`src/rtl/stream_packer.sv`:
```
// stream_packer: packs 32-bit words into SIZE-bit blocks with valid/ready on both sides.
// Optional row-ordered packing for SIZE==128 is enabled by defining STREAM_PACKER_ROW_MODE_EN.
module stream_packer #(
   parameter int SIZE = 128
) (
   input  logic            clk,
   input  logic            rst_n,
   input  logic            flush,
   input  logic            row_mode,
   input  logic            in_valid,
   output logic            in_ready,
   input  logic [31:0]     in_word,
   output logic            out_valid,
   input  logic            out_ready,
   output logic [SIZE-1:0] out_block,
   output logic [2:0]      word_cnt
);
   localparam int WORDS = SIZE / 32;
   localparam logic [2:0] LAST = 3'(WORDS - 1);
`ifdef STREAM_PACKER_ROW_MODE_EN
   localparam bit ROW_EN = SIZE == 128;
`else
   localparam bit ROW_EN = 1'b0;
`endif
   typedef enum logic {FILL, FULL} state_t;
   state_t          state_q;
   logic [2:0]      cnt_q;
   logic            row_q;
   logic            valid_q;
   logic [SIZE-1:0] block_q;
   logic            accept;
   logic            row_sel;
   logic [2:0]      idx;
   assign in_ready  = (state_q == FILL) || out_ready;
   assign accept    = in_valid && in_ready && !(state_q == FILL && flush);
   // a word taken while FULL is word 0 of the next block
   assign idx       = (state_q == FILL) ? cnt_q : 3'd0;
   assign row_sel   = ROW_EN && ((idx == 3'd0) ? row_mode : row_q);
   assign out_valid = valid_q;
   assign out_block = block_q;
   assign word_cnt  = cnt_q;
   always_ff @(posedge clk) begin
      if (!rst_n) begin
         state_q <= FILL;
         cnt_q   <= 3'd0;
         row_q   <= 1'b0;
         valid_q <= 1'b0;
         block_q <= '0;
      end else begin
         if (state_q == FULL && out_ready) begin
            state_q <= FILL;
            valid_q <= 1'b0;
         end
         if (state_q == FILL && flush)
            cnt_q <= 3'd0;
         if (accept) begin
            if (idx == 3'd0)
               row_q <= row_mode;
            if (row_sel) begin
               for (int c = 0; c < 4; c++)
                  block_q[(4 * c + int'(idx[1:0])) * 8 +: 8] <= in_word[c * 8 +: 8];
            end else begin
               block_q[idx * 32 +: 32] <= in_word;
            end
            if (idx == LAST) begin
               state_q <= FULL;
               valid_q <= 1'b1;
               cnt_q   <= 3'd0;
            end else begin
               cnt_q <= idx + 3'd1;
            end
         end
      end
   end
endmodule
```
`config.mk`:
```
export PLATFORM = sky130hd
export DESIGN_NAME = stream_packer
export DESIGN_NICKNAME = d
export VERILOG_FILES = /design/src/rtl/stream_packer.sv
export SDC_FILE = /design/constraint.sdc
export NUM_CORES = 1
export LEC_CHECK = 0
export ABC_AREA = 1
export CAP_MARGIN = 30
export CORE_MARGIN = 3
export CORE_UTILIZATION = 45
export CTS_BUF_LIST = sky130_fd_sc_hd__clkbuf_4 sky130_fd_sc_hd__clkbuf_8
export CTS_CLUSTER_DIAMETER = 150
export DETAILED_ROUTE_END_ITERATION = 7
export MAX_ROUTING_LAYER = met4
export PLACE_DENSITY = 0.87
export RECOVER_POWER = 25
export SLEW_MARGIN = 0
export SYNTH_ARGS = -nofsm -noshare
export SYNTH_HDL_FRONTEND = slang
export SYNTH_SLANG_ARGS = --single-unit
```
`constraint.sdc`:
```
create_clock -name clk -period 4.8 [get_ports clk]
set_input_delay 0.96 -clock clk [delete_from_list [all_inputs] [get_ports clk]]
set_output_delay 0.96 -clock clk [all_outputs]
set_load 0.02 [all_outputs]
```
==> results.cfg, run 1 <==
[grt]
antenna_found_initial = 0
grt_pass1_wl_um = 27580
grt_max_degree = 56
gr-total-overflow = 0
grt_pass1_vias = 5332
grt_usage = 0.2477

[worst_setup_path]
crit_start = rst_n
crit_end = out_block[42]
rr_worst_depth = 11
rr_startpoint = state_q
cp_max_fo = 43
worst-setup-path-type = in2reg
required_ps = 5140
rrSetupSlack_ps = 1700
crit_arrival_ps = 3740
critPathCaptureType = register
startpoint_type = primary input
timing.rr.end = out_block[103]

[synth]
ys_warn_count = 0
syn_inst = 872
synth_seq_cells = 133
yosysSeqAreaShare = 0.4594
synthXorXnorAreaFrac = 0
synth-compound-area-share = 0.06218
syn_area_per_cell_um2 = 6.646
syn_area_um2 = 5796
synth.mux.area_fraction = 0
synth_nets = 913
synth-simple-area-share = 0.3653
synth_fa_ha_area_frac = 0.006477
synth_top_family_by_area = simple AND/OR/NAND/NOR gates
ys_types = 23

[route]
detail_route.vias_per_cell = 4.736
via_count = 5659
drt-wirelength-per-cell_um = 14.30
drtPass1Iterations = 5
ant_nets = 0
drc = 0
drtIter0Drc = 439
wl_um = 17090

[sta]
fmax_mhz = 294.0
setup_violations = 0
worst_slew_pin_slew_ps = 1770
hold_viol_final = 0
period_minus_slack_ps = 3401
rsz0062_at_grt = false
drv_slew = 44
fin_skew_ps = 10.61
finalSetupTns_ps = 0
finalCritPeriodShare = 0.7085
slew_headroom = -0.1803

[clock_network]
htreeDepth = 4
cts.clk_slew.worst_paths_ps = 70
cts_num_sinks = 133
post_cts_resized = 0
cts-root-buf = clkbuf_8
cts_hold_buf = 0
clk_latency_ps = 450
clock_path_buffers = 2
cts_tree = done
cts_buffers = 17
cts_setup_buffers = 0

[job]
max_cap_viol_count = 1

[power_and_ir_drop]
powerDensity_nw_per_um2 = 290.2
vdd_ir_drop_max_mv = 0.1382
p_leak_nw = 3.544

[place]
dp_hpwl_um = 11700
io_buffers = 169
place_congestion = 0.8482
dp.cells = 1163

[final_layout]
antennaDiodeCount = 0
nNetsFinal = 1055
layout-drive-gt1-share = 0.05453
syn_to_final_growth_pct = 35.25
nFillCells = 1109
layout_commonest_cell = nor2_1
fin_cells = 1195
final_cell_mix = 248 x nor2_1, 188 x nand2_1, 133 x dfxtp_1

[floorplan]
core_um2 = 12310
die_w_um = 119.5
dieHeight_um = 119.5
start_util = 0.4707
rows = 40
ioPinCount = 171
dieArea_um2 = 14280

[hold_path]
min_from = out_block[49]
hold_depth = 2
min_path_type = reg2reg

[outcome]
outcome = complete, but fails checks
violations = max-capacitance violations, max-slew violations
worst max-delay path, cell delays in order:
cell and delay (ps):
clkbuf_1 1240, inv_1 1120, a21oi_1 380
flip-flops by register name (all words and copies together), names as in the netlist:
name and count:
out_block 128, word_cnt 3, out_valid 1, state_q 1
cells in the mapped netlist:
cell	number	area [um2]
a21oi_1	39	195.2
buf_1	1	3.750
buf_2	14	70.07
buf_4	10	75.07
buf_6	2	22.52
clkbuf_1	23	86.33
clkinv_1	1	3.750
dfxtp_1	133	2663
ha_1	3	37.54
inv_1	90	337.8
inv_2	5	18.77
nand2_1	188	705.7
nand2_2	5	31.28
nand3_1	65	325.3
nand3_2	3	30.03
nor2_1	248	930.9
nor2_2	3	18.77
nor2_4	3	33.78
nor2_8	1	20.02
nor3_1	1	5.000
nor3_4	1	16.27
o21ai_0	18	90.09
o21ai_1	15	75.07
metal layers:
layer,up-vias,share of wire,GRT usage
met5,-,0,-
met4,0,0.024,0.09377
li1,2926,-,-
met1,2511,0.47,0.3323
met3,32,0.057,0.05128
met2,190,0.45,0.3690
worst min-delay path by stage:
| stage | endpoint | slack, ps |
|---|---|---|
| floorplan | out_block[32] | 540 |
| global placement | out_block[49] | 450 |
| detailed placement | out_block[49] | 450 |
| CTS | out_block[49] | 460 |
| global route | out_block[48] | 480 |
| finish | out_block[49] | 460 |
area by class of cell:
type / count / area, um2 / share of cell area
Sequential cell: 133 / 2663 / 0.3397
Multi-Input combinational cell: 593 / 2515 / 0.3208
Timing Repair Buffer: 173 / 1715 / 0.2188
Inverter: 96 / 360.3 / 0.04597
Clock buffer: 23 / 297.8 / 0.03799
Tap cell: 168 / 210.2 / 0.02682
Clock inverter: 9 / 77.57 / 0.009896
power by group:
group | internal [W] | total, W | switching [W]
Clock | 0.000462 | 0.000886 | 0.000424
Combinational | 0.0000933 | 0.000253 | 0.000160
Sequential | 0.00113 | 0.00114 | 0.0000110
kinds of logic (layout without fill, tap and decap cells):
| family | after synthesis | in the layout |
|---|---|---|
| simple gates | 518 | 518 |
| buf+inv | 146 | 301 |
| fa+ha+maj | 3 | 3 |
| compound gates | 72 | 72 |
| flops | 133 | 133 |
stage by stage:
stage                     worst slack, ps  total power, W  cell area (um2)  utilization  hold slack (ps)
after global placement               1581        0.001413             7465       0.6063            447.3
final                                1399        0.002275             7839       0.6367            457.8
after CTS                            1598        0.002295             7840       0.6368            461.6
after floorplan                      2617        0.001298             5796            -            536.2
after detailed placement             1533        0.001416             7465       0.6063            452.5
after global routing                 1127        0.002366             7839       0.6367            477.7
Note: power is estimated with default switching activity, not from simulation.
==> inputs of run 2 (changes only) <==
- CORE_UTILIZATION: 45 -> 44
- PLACE_DENSITY: 0.87 -> 0.88
- clock period: 4.8 -> 3 ns (I/O delays scaled with it)
==> results.cfg, run 2 (synthesized netlist as in run 1, its figures left out) <==
[outcome]
outcome = complete, no violations

[sta]
rsz0062_at_grt = false
finalCritPeriodShare = 0.8575
whs_ps = 459.1
setup_slack_ps = 427.5
worst_slew_pin_slew_ps = 686.6
finalSetupTns_ps = 0
fin_skew_ps = 5.419
slew_headroom = 0.5406
hold_viol_final = 0
fmax_mhz = 388.7
setup_violations = 0
drv_slew = 0
period_minus_slack_ps = 2573

[final_layout]
final_cell_mix = 249 x nor2_1, 188 x nand2_1, 133 x dfxtp_1
syn_to_final_growth_pct = 35.84
nFillCells = 1140
final_cell_area_um2 = 7873
largest_reg_flops = 128
nNetsFinal = 1063
multi_input_area_um2 = 2499
antennaDiodeCount = 0
layout_commonest_cell = nor2_1
layout-drive-gt1-share = 0.06008
ff_latch_area_um2 = 2663
fin_cells = 1204

[power_and_ir_drop]
vdd_ir_drop_max_mv = 0.2348
switchingPower_w = 0.0009253
seq_power_share = 0.506
swShare = 0.2574
power.share.clock = 0.379
powerDensity_nw_per_um2 = 456.7
p_leak_nw = 3.576
p_comb_frac = 0.115
p_int_w = 0.002670

[route]
drtIter0Drc = 515
drc = 0
drtPass1Iterations = 6
via_count = 5722
ant_nets = 0
drt-wirelength-per-cell_um = 14.09
wl_um = 16970
detail_route.vias_per_cell = 4.752

[clock_network]
cts_num_sinks = 133
cts_hold_buf = 0
htreeDepth = 4
post_cts_resized = 0
cts_buffers = 17
clk_latency_ps = 440
cts_setup_buffers = 0
cts_tree = done
cts-root-buf = clkbuf_8
clock_path_buffers = 2
cts.clk_slew.worst_paths_ps = 70

[hold_path]
min_from = out_block[53]
min_path_type = reg2reg

[worst_setup_path]
worst-setup-path-type = in2reg
crit_arrival_ps = 2950
critPathCaptureType = register
rr_startpoint = state_q
startpoint_type = primary input
crit_start = out_ready
cp_max_fo = 20
required_ps = 3380

[floorplan]
rows = 41
die_w_um = 120.8
dieArea_um2 = 14590
dieHeight_um = 120.8
start_util = 0.4537
core_um2 = 12770
ioPinCount = 171

[grt]
grt_max_degree = 72
grt_pass1_vias = 5273
grt_pass1_wl_um = 27140
gr-total-overflow = 0
antenna_found_initial = 0
grt_usage = 0.2404

[place]
dp_slack_ps = 520.6
dp.cells = 1175
io_buffers = 169
dp_hpwl_um = 11900
place_congestion = 0.8647
placed_cell_area_um2 = 7542

[job]
max_cap_viol_count = 0
[run 2: worst max-delay path: stages]
cell and delay, ps:
dlygate4sd3_1 550, inv_1 50, nand2_1 130, nand2_1 80, nor2_1 530, nand3_2 430, buf_4 340, nand2_1 80
nand2_1 50, nor2_1 110
[run 2: path summary, 6_finish.rpt]
| check | to | slack (ps) | cells after the start |
|---|---|---|---|
| max | out_block[30] | 430 | 10 |
| min | out_block[53] | 460 | 2 |
| max reg2reg | out_block[116] | 550 | 10 |
| min reg2reg | out_block[53] | 460 | 2 |
[run 2: layer usage]
metal  part of all wire  vias to the layer above  GRT usage
met4              0.020                        0    0.09773
met2               0.46                      211     0.3545
li1                   -                     2936          -
met3              0.064                       29    0.06221
met1               0.46                     2546     0.3152
met5                  0                        -          -
[run 2: metrics by stage]
stage / utilization / power (W)
after global placement: 0.5905 / 0.002267
final: 0.6163 / 0.003596
after floorplan: - / 0.002076
after detailed placement: 0.5905 / 0.002274
after global routing: 0.6163 / 0.003729
after CTS: 0.6176 / 0.003620
[run 2: power by group through the flow]
stage	combinational (W)	sequential, W	clock (W)
3_3_place_gp	0.000411	0.00186	0
3_5_place_dp	0.000416	0.00186	0
6_report	0.000413	0.00182	0.00136
2_1_floorplan	0.000175	0.00190	0
4_1_cts	0.000419	0.00182	0.00138
5_1_grt	0.000449	0.00182	0.00146
[run 2: layout make-up]
cell class | instances | area share
inverters | 96 | 0.04577
flip-flops and latches | 133 | 0.3382
multi-input cells | 593 | 0.3174
repair buffers | 181 | 0.2273
clock buffers | 23 | 0.03703
well taps | 172 | 0.02734
clock inverters | 6 | 0.006993
